File: src/rtl/mem_lsu_pkg.sv
// Shared load/store encodings and request legality helpers for mem_lsu.
// MISALIGN_SPLIT_EN selects word-straddling split support; undefined rejects misaligned accesses.
package mem_lsu_pkg;

  typedef logic [2:0] dm_type_t;

  localparam dm_type_t DM_WORD              = 3'b000;
  localparam dm_type_t DM_HALFWORD          = 3'b001;
  localparam dm_type_t DM_HALFWORD_UNSIGNED = 3'b010;
  localparam dm_type_t DM_BYTE              = 3'b011;
  localparam dm_type_t DM_BYTE_UNSIGNED     = 3'b100;

`ifdef MISALIGN_SPLIT_EN
  localparam bit SPLIT_EN = 1'b1;
`else
  localparam bit SPLIT_EN = 1'b0;
`endif

  function automatic logic [2:0] dm_size(dm_type_t t);
    case (t)
      DM_WORD:                           return 3'd4;
      DM_HALFWORD, DM_HALFWORD_UNSIGNED: return 3'd2;
      default:                           return 3'd1;
    endcase
  endfunction

  // Requests flagged here complete immediately with an error and never touch memory.
  function automatic logic dm_req_err(dm_type_t t, logic [1:0] off);
    logic misaligned;
    misaligned = ((dm_size(t) == 3'd4) && (off != 2'b00)) ||
                 ((dm_size(t) == 3'd2) && off[0]);
    return (t > DM_BYTE_UNSIGNED) || (!SPLIT_EN && misaligned);
  endfunction

endpackage

File: src/rtl/mem_lsu_if.sv
// Pipeline-side request/response bundle and word-memory port bundle for mem_lsu.
interface mem_lsu_req_if;
  logic                      req_valid;
  logic                      req_ready;
  logic                      req_we;
  mem_lsu_pkg::dm_type_t     req_type;
  logic [31:0]               req_addr;
  logic [31:0]               req_wdata;
  logic                      resp_valid;
  logic [31:0]               resp_rdata;
  logic                      resp_err;

  modport master (output req_valid, req_we, req_type, req_addr, req_wdata,
                  input  req_ready, resp_valid, resp_rdata, resp_err);
  modport slave  (input  req_valid, req_we, req_type, req_addr, req_wdata,
                  output req_ready, resp_valid, resp_rdata, resp_err);
endinterface

interface mem_lsu_mem_if;
  logic        mem_req;
  logic        mem_we;
  logic [31:0] mem_addr;
  logic [3:0]  mem_be;
  logic [31:0] mem_wdata;
  logic        mem_ack;
  logic [31:0] mem_rdata;

  modport master (output mem_req, mem_we, mem_addr, mem_be, mem_wdata,
                  input  mem_ack, mem_rdata);
  modport slave  (input  mem_req, mem_we, mem_addr, mem_be, mem_wdata,
                  output mem_ack, mem_rdata);
endinterface

File: src/rtl/mem_lsu_align.sv
// Combinational lane placement (byte enables, write data) and load extraction/extension.
module lsu_align
  import mem_lsu_pkg::*;
(
  input  dm_type_t    type_i,
  input  logic [1:0]  off_i,
  input  logic [31:0] wdata_i,
  input  logic [31:0] hi_i,
  input  logic [31:0] lo_i,
  output logic [7:0]  be_o,
  output logic [63:0] wdata_o,
  output logic        split_o,
  output logic [31:0] rdata_o
);

  logic [2:0]  size;
  logic [3:0]  mask;
  logic [31:0] x;

  always_comb begin
    size    = dm_size(type_i);
    mask    = 4'b1111 >> (3'd4 - size);
    be_o    = {4'b0000, mask} << off_i;
    wdata_o = {32'b0, wdata_i} << {off_i, 3'b000};
    split_o = ({1'b0, size} + {2'b00, off_i}) > 4'd4;

    x = 32'({hi_i, lo_i} >> {off_i, 3'b000});
    case (type_i)
      DM_HALFWORD:          rdata_o = {{16{x[15]}}, x[15:0]};
      DM_HALFWORD_UNSIGNED: rdata_o = {16'b0, x[15:0]};
      DM_BYTE:              rdata_o = {{24{x[7]}}, x[7:0]};
      DM_BYTE_UNSIGNED:     rdata_o = {24'b0, x[7:0]};
      default:              rdata_o = x;
    endcase
  end

endmodule

File: src/rtl/mem_lsu.sv
// Load/store unit: one access per handshake, split into aligned word transactions held until mem_ack.
// Feature macro MISALIGN_SPLIT_EN (see mem_lsu_pkg) enables two-word accesses for straddling requests.
module mem_lsu
  import mem_lsu_pkg::*;
(
  input  logic            clk,
  input  logic            rst,
  mem_lsu_req_if.slave    req,
  mem_lsu_mem_if.master   mem
);

  typedef enum logic [1:0] {IDLE, ACC0, ACC1, RESP} state_e;

  state_e      state_q, state_d;
  logic        we_q;
  dm_type_t    type_q;
  logic [31:0] addr_q, wdata_q;
  logic [31:0] lo_q, lo_d;
  logic [31:0] resp_rdata_q, resp_rdata_d;
  logic        resp_err_q, resp_err_d;

  logic        accept, finish, split;
  logic [7:0]  be8;
  logic [63:0] wdata64;
  logic [31:0] lo_in, hi_in, load_data, base_addr;

  lsu_align u_align (
    .type_i  (type_q),
    .off_i   (addr_q[1:0]),
    .wdata_i (wdata_q),
    .hi_i    (hi_in),
    .lo_i    (lo_in),
    .be_o    (be8),
    .wdata_o (wdata64),
    .split_o (split),
    .rdata_o (load_data)
  );

  always_comb begin
    state_d        = state_q;
    lo_d           = lo_q;
    resp_rdata_d   = resp_rdata_q;
    resp_err_d     = resp_err_q;
    accept         = 1'b0;
    finish         = 1'b0;
    lo_in          = lo_q;
    hi_in          = 32'b0;
    base_addr      = {addr_q[31:2], 2'b00};
    req.req_ready  = 1'b0;
    req.resp_valid = 1'b0;
    mem.mem_req    = 1'b0;
    mem.mem_we     = 1'b0;
    mem.mem_addr   = 32'b0;
    mem.mem_be     = 4'b0;
    mem.mem_wdata  = 32'b0;

    case (state_q)
      IDLE: begin
        req.req_ready = 1'b1;
        if (req.req_valid) begin
          accept = 1'b1;
          if (dm_req_err(req.req_type, req.req_addr[1:0])) begin
            state_d      = RESP;
            resp_err_d   = 1'b1;
            resp_rdata_d = 32'b0;
          end else begin
            state_d = ACC0;
          end
        end
      end
      ACC0: begin
        mem.mem_req   = 1'b1;
        mem.mem_we    = we_q;
        mem.mem_addr  = base_addr;
        mem.mem_be    = be8[3:0];
        mem.mem_wdata = wdata64[31:0];
        // Feed the live read word so a single-word load resolves in the ack cycle.
        lo_in         = mem.mem_rdata;
        if (mem.mem_ack) begin
          lo_d = mem.mem_rdata;
          if (SPLIT_EN && split) begin
            state_d = ACC1;
          end else begin
            state_d = RESP;
            finish  = 1'b1;
          end
        end
      end
      ACC1: begin
        mem.mem_req   = 1'b1;
        mem.mem_we    = we_q;
        mem.mem_addr  = base_addr + 32'd4;
        mem.mem_be    = be8[7:4];
        mem.mem_wdata = wdata64[63:32];
        hi_in         = mem.mem_rdata;
        if (mem.mem_ack) begin
          state_d = RESP;
          finish  = 1'b1;
        end
      end
      RESP: begin
        req.resp_valid = 1'b1;
        state_d        = IDLE;
      end
      default: state_d = IDLE;
    endcase

    if (finish) begin
      resp_err_d   = 1'b0;
      resp_rdata_d = we_q ? 32'b0 : load_data;
    end
  end

  always_ff @(posedge clk or posedge rst) begin
    if (rst) begin
      state_q      <= IDLE;
      we_q         <= 1'b0;
      type_q       <= DM_WORD;
      addr_q       <= 32'b0;
      wdata_q      <= 32'b0;
      lo_q         <= 32'b0;
      resp_rdata_q <= 32'b0;
      resp_err_q   <= 1'b0;
    end else begin
      state_q      <= state_d;
      lo_q         <= lo_d;
      resp_rdata_q <= resp_rdata_d;
      resp_err_q   <= resp_err_d;
      if (accept) begin
        we_q    <= req.req_we;
        type_q  <= req.req_type;
        addr_q  <= req.req_addr;
        wdata_q <= req.req_wdata;
      end
    end
  end

  assign req.resp_rdata = resp_rdata_q;
  assign req.resp_err   = resp_err_q;

endmodule
File: src/flat_wrapper.sv
// flat-port wrapper written by rule: the top's interface ports become plain ports
module mem_lsu_flat import mem_lsu_pkg::*;
  (clk, rst, req_req_valid, req_req_we, req_req_type, req_req_addr, req_req_wdata, req_req_ready, req_resp_valid, req_resp_rdata, req_resp_err, mem_mem_req, mem_mem_we, mem_mem_addr, mem_mem_be, mem_mem_wdata, mem_mem_ack, mem_mem_rdata);
  mem_lsu_req_if req_i ();
  mem_lsu_mem_if mem_i ();
  input  logic clk;
  input  logic rst;
  input wire logic [$bits(req_i.req_valid)-1:0] req_req_valid;
  input wire logic [$bits(req_i.req_we)-1:0] req_req_we;
  input wire logic [$bits(req_i.req_type)-1:0] req_req_type;
  input wire logic [$bits(req_i.req_addr)-1:0] req_req_addr;
  input wire logic [$bits(req_i.req_wdata)-1:0] req_req_wdata;
  output wire logic [$bits(req_i.req_ready)-1:0] req_req_ready;
  output wire logic [$bits(req_i.resp_valid)-1:0] req_resp_valid;
  output wire logic [$bits(req_i.resp_rdata)-1:0] req_resp_rdata;
  output wire logic [$bits(req_i.resp_err)-1:0] req_resp_err;
  output wire logic [$bits(mem_i.mem_req)-1:0] mem_mem_req;
  output wire logic [$bits(mem_i.mem_we)-1:0] mem_mem_we;
  output wire logic [$bits(mem_i.mem_addr)-1:0] mem_mem_addr;
  output wire logic [$bits(mem_i.mem_be)-1:0] mem_mem_be;
  output wire logic [$bits(mem_i.mem_wdata)-1:0] mem_mem_wdata;
  input wire logic [$bits(mem_i.mem_ack)-1:0] mem_mem_ack;
  input wire logic [$bits(mem_i.mem_rdata)-1:0] mem_mem_rdata;
  assign req_i.req_valid = req_req_valid;
  assign req_i.req_we = req_req_we;
  assign req_i.req_type = req_req_type;
  assign req_i.req_addr = req_req_addr;
  assign req_i.req_wdata = req_req_wdata;
  assign req_req_ready = req_i.req_ready;
  assign req_resp_valid = req_i.resp_valid;
  assign req_resp_rdata = req_i.resp_rdata;
  assign req_resp_err = req_i.resp_err;
  assign mem_mem_req = mem_i.mem_req;
  assign mem_mem_we = mem_i.mem_we;
  assign mem_mem_addr = mem_i.mem_addr;
  assign mem_mem_be = mem_i.mem_be;
  assign mem_mem_wdata = mem_i.mem_wdata;
  assign mem_i.mem_ack = mem_mem_ack;
  assign mem_i.mem_rdata = mem_mem_rdata;
  mem_lsu u_core (.clk(clk), .rst(rst), .req(req_i), .mem(mem_i));
endmodule
File: config.mk
export PLATFORM = sky130hd
export DESIGN_NAME = mem_lsu_flat
export DESIGN_NICKNAME = d
export VERILOG_FILES = /design/src/rtl/mem_lsu_pkg.sv /design/src/rtl/mem_lsu_if.sv /design/src/rtl/mem_lsu_align.sv /design/src/rtl/mem_lsu.sv /design/src/flat_wrapper.sv
export SDC_FILE = /design/constraint.sdc
export NUM_CORES = 1
export LEC_CHECK = 0
export CAP_MARGIN = 20
export CORE_ASPECT_RATIO = 1.75
export CORE_UTILIZATION = 50
export CTS_CLUSTER_DIAMETER = 60
export DETAILED_ROUTE_END_ITERATION = 12
export MAX_ROUTING_LAYER = met4
export PLACE_DENSITY = 0.9
export SYNTH_ARGS = -nofsm -noshare
export SYNTH_HDL_FRONTEND = slang
export SYNTH_SLANG_ARGS = --single-unit
File: constraint.sdc
create_clock -name clk -period 6.5 [get_ports clk]
set_clock_uncertainty 0.2 [all_clocks]
set_input_delay 1.95 -clock clk [delete_from_list [all_inputs] [get_ports clk]]
set_output_delay 1.95 -clock clk [all_outputs]
set_load 0.02 [all_outputs]
==> results of run 1 <==
synthesized netlist by cell type (4+ instances only):
master	number
and2_1	6
nand4_1	7
a22oi_1	11
o22ai_1	16
nor3_1	7
o21ai_0	45
a211o_1	7
a2bb2oi_1	9
buf_1	16
mux2i_1	78
nor2b_1	21
o2bb2ai_1	26
a41oi_1	5
dfrtp_1	135
inv_1	12
ha_1	9
clkbuf_1	37
a21oi_1	37
a211oi_1	21
nand2_1	49
mux2_2	117
nor2_1	71
buf_2	9
a22o_1	5
nand3_1	16
o22a_1	10
a32o_1	4
flip-flops by register name (all words and copies together) (netlist names):
register / flops
u_core.req.resp_err: 1
u_core.type_q: 3
u_core.addr_q: 32
u_core.we_q: 1
u_core.lo_q: 32
u_core.req.resp_rdata: 32
u_core.wdata_q: 32
u_core.state_q: 2
final cells by class:
type / count / area share (%)
inverters: 13 / 0.477
diodes: 3 / 0.0666
clock inverters: 14 / 1.38
repair buffers: 218 / 19.1
multi-input cells: 627 / 42.6
clock buffers: 18 / 3.89
flip-flops and latches: 135 / 30.0
well taps: 224 / 2.49
power groups by stage:
stage / Sequential (uW) / Combinational [uW] / Clock (uW)
2_1_floorplan: 1570 / 2510 / 0
3_3_place_gp: 1670 / 3540 / 0
3_5_place_dp: 1700 / 3620 / 0
4_1_cts: 1690 / 3650 / 981
5_1_grt: 1760 / 3930 / 1020
6_report: 1710 / 3670 / 975
stage by stage:
step	utilization, %	setup slack (ps)	hold WS [ps]
2_1_floorplan	-	739	271
3_3_place_gp	64.6	1350	272
3_5_place_dp	64.6	1280	275
4_1_cts	68.2	801	289
5_1_grt	68.3	608	298
6_report	68.3	749	287
routing by layer:
metal	vias up	routed length [um]	track usage (%)
li1	3469	-	-
met1	3772	9410	33.9
met2	370	13200	50.7
met3	101	1300	4.18
met4	0	1670	21.0
met5	-	0	-
cells by family after synthesis:
| group | Yosys count | synth area share [%] |
|---|---|---|
| other cells | 1 | 0.0441 |
| xor+xnor | 6 | 0.619 |
| buf+inv | 79 | 3.89 |
| fa+ha+maj | 9 | 1.33 |
| compound gates | 213 | 17.5 |
| flops | 135 | 39.8 |
| simple gates | 200 | 11.7 |
| mux | 197 | 25.2 |
how the worst min path moves through the flow:
stage,start,end,depth (start not counted)
floorplan,u_core.lo_q[0]$_DFFE_PP0P_,u_core.lo_q[0]$_DFFE_PP0P_,1
global placement,u_core.req.resp_rdata[14]$_DFFE_PP0P_,u_core.req.resp_rdata[14]$_DFFE_PP0P_,1
detailed placement,u_core.req.resp_rdata[8]$_DFFE_PP0P_,u_core.req.resp_rdata[8]$_DFFE_PP0P_,1
CTS,u_core.req.resp_rdata[8]$_DFFE_PP0P_,u_core.req.resp_rdata[8]$_DFFE_PP0P_,1
global route,u_core.req.resp_rdata[8]$_DFFE_PP0P_,u_core.req.resp_rdata[8]$_DFFE_PP0P_,1
finish,u_core.req.resp_rdata[8]$_DFFE_PP0P_,u_core.req.resp_rdata[8]$_DFFE_PP0P_,1
==> results.yml, run 1 <==
floorplanning:
  die_area_sq_um: 17500
  io_pins: 209
  fp.dieH_um: 174
  core-area_sq_um: 16500
  die_w_um: 101
  row_count: 62
  start_util_pct: 51.4
sta:
  relSlewSlack_pct: 28.6
  hold_viol_final: 0
  timing.fmax_mhz: 174
  period_share_pct: 88.5
  setup_viol: 0
  maxSlewViolCount: 0
  worst_slew_pin_slew_ps: 1070
  fin_crit_ps: 5750
  tns_ps: 0
  rsz0062_at_grt: "no"
final_layout:
  area.growth.synth_to_final_pct: 32.8
  fillCellCount: 1215
  final_common_cell: "clkdlybuf4s50_1"
  final_area_sq_um: 11300
  multi_input_area_sq_um: 4810
  final_cells: 1252
  drive_above_1_share_pct: 17.5
  seq_area_sq_um: 3380
  layout_common_cells: "clkdlybuf4s50_1 (206), dfrtp_1 (133), mux2_2 (117), mux2i_1 (78), nor2_1 (71)"
  nets: 1125
power_and_ir_drop:
  power_uw: 6350
  ir_drop_mv: 0.339
  pwr-share-clk_pct: 15.4
  p_comb_share_pct: 57.8
  swShare_pct: 45.1
  leakage_uw: 0.00462
  cellPowerDensity_nw_per_um2: 563
  p_int_uw: 3490
  seq_power_share_pct: 26.9
  p_switching_uw: 2860
clock_network:
  clockBufferDepth: 2
  insertion_delay_ps: 420
  cts_root_buf: "clkbuf_16"
  ctsHtreeMaxLevel: 4
  clock_sinks: 135
  clk_pin_slew_ps: 60
  hold_buffers: 0
  cts_buffers: 17
  cts.repair.resized: 0
  tritoncts: "yes"
  postCtsSetupBuffers: 0
yosys:
  ys.flop_type: "dfrtp_1"
  synth_top_area_share_pct: 39.8
  async_flop_share_pct: 100
  yosys_warnings: 0
  syn_inst: 840
  yosysTopAreaCell: "dfrtp_1"
  synth_edf_count: 0
  ys_ff_latch: 135
  synthTopCellsByArea: "dfrtp_1 (40%), mux2_2 (16%), mux2i_1 (9.2%), nor2_1 (3.1%), o2bb2ai_1 (2.7%)"
  syn_area_sq_um: 8500
  ys_seq_area_share_pct: 39.8
  yosysUniqueCellTypes: 59
  postSynthAreaPerCell_sq_um: 10.1
critical_path:
  critPathLaunch: "u_core.state_q[0]$_DFFE_PP0P_"
  cp-start-kind: "flip-flop"
  arrival_ps: 3600
  cp_cell_sequence: "inv_1, ha_1, nand2_1, or4b_2, nand2_1, clkdlybuf4s50_1"
  reg2reg_from: "u_core.state_q[1]$_DFFE_PP0P_"
  timing.rr.end: "u_core.req.resp_rdata[21]$_DFFE_PP0P_"
  critical_path_required_ps: 4350
  end_kind: "output port"
  worstPathMaxFanout: 31
  worstSetupPathType: "reg2out"
  cp.buffers_inverters: 2
  critPathTopFamily: "simple AND/OR/NAND/NOR gates"
  crit_end: "mem_mem_addr[24]"
  r2r_setup_slack_ps: 2780
  cp.depth: 6
  worst_path_max_delay_cell: "or4b_2"
  max_stage_delay_ps: 830
  ff2ff_path_depth: 8
  crit_path_frequent_cell: "nand2_1"
place:
  place_congestion: 0.922
  dp_cells: 1217
  port_buffers: 206
  dpl-instance-area_sq_um: 10700
  hpwl_um: 17600
global_route:
  grt-ovfl-total: 0
  grt_pass1_vias: 7823
  antenna_found_initial: 3
  grt_max_degree: 99
  grt_pass1_wl_um: 40400
  track_usage_pct: 30.7
route:
  wirelength_um: 25600
  wl_per_cell_um: 20.5
  first_iter_violations: 421
  viasPerCell: 6.16
  drc: 0
  via_count: 7712
  ant_nets: 0
  drtPass1Iterations: 5
run_status:
  status: "finished clean"
hold_path:
  hold_class: "reg2reg"
flow_run:
  maxCapViolations: 0
Power figures use the tool's default switching activity.
==> run 2: changes to the inputs <==
--- a/config.mk
+++ b/config.mk
@@ -7,11 +7,11 @@
 export LEC_CHECK = 0
 export CAP_MARGIN = 20
 export CORE_ASPECT_RATIO = 1.75
-export CORE_UTILIZATION = 50
+export CORE_UTILIZATION = 51
 export CTS_CLUSTER_DIAMETER = 60
 export DETAILED_ROUTE_END_ITERATION = 12
 export MAX_ROUTING_LAYER = met4
-export PLACE_DENSITY = 0.9
+export PLACE_DENSITY = 0.91
 export SYNTH_ARGS = -nofsm -noshare
 export SYNTH_HDL_FRONTEND = slang
 export SYNTH_SLANG_ARGS = --single-unit
==> results.yml, run 2 (synthesized netlist as in run 1, its figures left out) <==
run_status:
  status: "finished clean"
sta:
  holdWs_ps: 289
  relSlewSlack_pct: 29.4
  worst_slew_pin_slew_ps: 1060
  tns_ps: 0
  timing.fmax_mhz: 174
  fin_crit_ps: 5760
  setup_viol: 0
  hold_viol_final: 0
  rsz0062_at_grt: "no"
  fin_ws_ps: 744
  period_share_pct: 88.5
  maxSlewViolCount: 0
place:
  dp_slack_ps: 1250
  place_congestion: 0.916
  dpl-instance-area_sq_um: 10700
  hpwl_um: 18100
  port_buffers: 206
critical_path:
  worstPathMaxFanout: 31
  r2r_setup_slack_ps: 2770
  worstSetupPathType: "reg2out"
  cp.buffers_inverters: 2
  critPathTopFamily: "simple AND/OR/NAND/NOR gates"
  worst_path_max_delay_cell: "or4b_2"
  critical_path_required_ps: 4350
  crit_path_frequent_cell: "nand2_1"
  arrival_ps: 3610
  cp_cell_sequence: "inv_1, ha_1, nand2_1, or4b_2, nand2_1, clkdlybuf4s50_1"
  end_kind: "output port"
  max_stage_delay_ps: 830
  cp-start-kind: "flip-flop"
final_layout:
  drive_above_1_share_pct: 17.5
  final_common_cell: "clkdlybuf4s50_1"
  post-route-util_pct: 69.0
  area.growth.synth_to_final_pct: 33.0
  fillCellCount: 1184
  layout_common_cells: "clkdlybuf4s50_1 (206), dfrtp_1 (133), mux2_2 (117), mux2i_1 (78), nor2_1 (71)"
  diodes: 0
  final_area_sq_um: 11300
  nets: 1125
clock_network:
  cts_root_buf: "clkbuf_16"
  insertion_delay_ps: 430
  cts_buffers: 17
  cts.repair.resized: 0
  postCtsSetupBuffers: 0
  ctsHtreeMaxLevel: 4
  hold_buffers: 0
  tritoncts: "yes"
  clockBufferDepth: 2
  clock_sinks: 135
  clk_pin_slew_ps: 60
global_route:
  grt_max_degree: 102
  grt_pass1_vias: 7962
  antenna_found_initial: 0
  track_usage_pct: 32.3
  grt-ovfl-total: 0
  grt_pass1_wl_um: 41800
floorplanning:
  fp.dieH_um: 173
  core-area_sq_um: 16400
  io_pins: 209
  row_count: 62
  die_w_um: 99.6
  start_util_pct: 51.9
  die_area_sq_um: 17200
route:
  first_iter_violations: 511
  drc: 0
  viasPerCell: 6.29
  ant_nets: 0
  wirelength_um: 26400
  wl_per_cell_um: 21.1
  drtPass1Iterations: 5
  via_count: 7854
power_and_ir_drop:
  cellPowerDensity_nw_per_um2: 571
  p_comb_share_pct: 57.2
  ir_drop_mv: 0.345
  seq_power_share_pct: 26.8
  pwr-share-clk_pct: 16.1
  p_switching_uw: 2890
  p_int_uw: 3550
  swShare_pct: 44.9
  leakage_uw: 0.00463
hold_path:
  hold_class: "reg2reg"
flow_run:
  maxCapViolations: 0
[run 2: cell count changes in the layout (fill, tap and decap cells not counted), moves of 2 or more]
| cell | change |
|---|---|
| clkinvlp_4 | -2 |
| diode_2 | -3 |
| bufinv_16 | +2 |
| inv_8 | -2 |
| clkinv_4 | +3 |
[run 2: worst paths after layout]
check,start,to,cells past startpoint
setup / recovery,u_core.state_q[0]$_DFFE_PP0P_,mem_mem_addr[28],6
hold / removal,u_core.req.resp_rdata[13]$_DFFE_PP0P_,u_core.req.resp_rdata[13]$_DFFE_PP0P_,1
setup reg to reg,u_core.state_q[1]$_DFFE_PP0P_,u_core.req.resp_rdata[17]$_DFFE_PP0P_,8
hold reg to reg,u_core.req.resp_rdata[13]$_DFFE_PP0P_,u_core.req.resp_rdata[13]$_DFFE_PP0P_,1
max in group asynchronous,rst,u_core.wdata_q[18]$_DFFE_PP0P_,3
min in group asynchronous,rst,u_core.lo_q[9]$_DFFE_PP0P_,2
[run 2: power by group through the flow]
stage / clock network, uW / logic (uW) / registers (uW)
6_report: 1040 / 3690 / 1730
5_1_grt: 1080 / 3930 / 1770
4_1_cts: 1040 / 3660 / 1700
3_5_place_dp: 0 / 3620 / 1710
3_3_place_gp: 0 / 3530 / 1680
2_1_floorplan: 0 / 2510 / 1570
[run 2: layer usage]
layer	global-route usage, %	vias up	part of all wire (%)
met5	-	-	0
met4	20.8	0	6.3
met3	4.73	128	5.9
met2	55.0	434	53
met1	34.6	3830	35
li1	-	3462	-
[run 2: per-stage QoR]
step           total power [uW]  cells
6_report                   6450   1249
5_1_grt                    6780   1249
4_1_cts                    6400   1249
3_5_place_dp               5320   1217
3_3_place_gp               5210   1217
2_1_floorplan              4080    841
[run 2: cell type report]
class / count / area, sq um / area share, %
multi-input combinational: 627 / 4800 / 42.5
sequential: 135 / 3380 / 29.9
timing repair buffer: 218 / 2150 / 19.0
clock buffer: 18 / 439 / 3.89
tap: 224 / 280 / 2.48
clock inverter: 14 / 188 / 1.66
inverter: 13 / 53.8 / 0.476
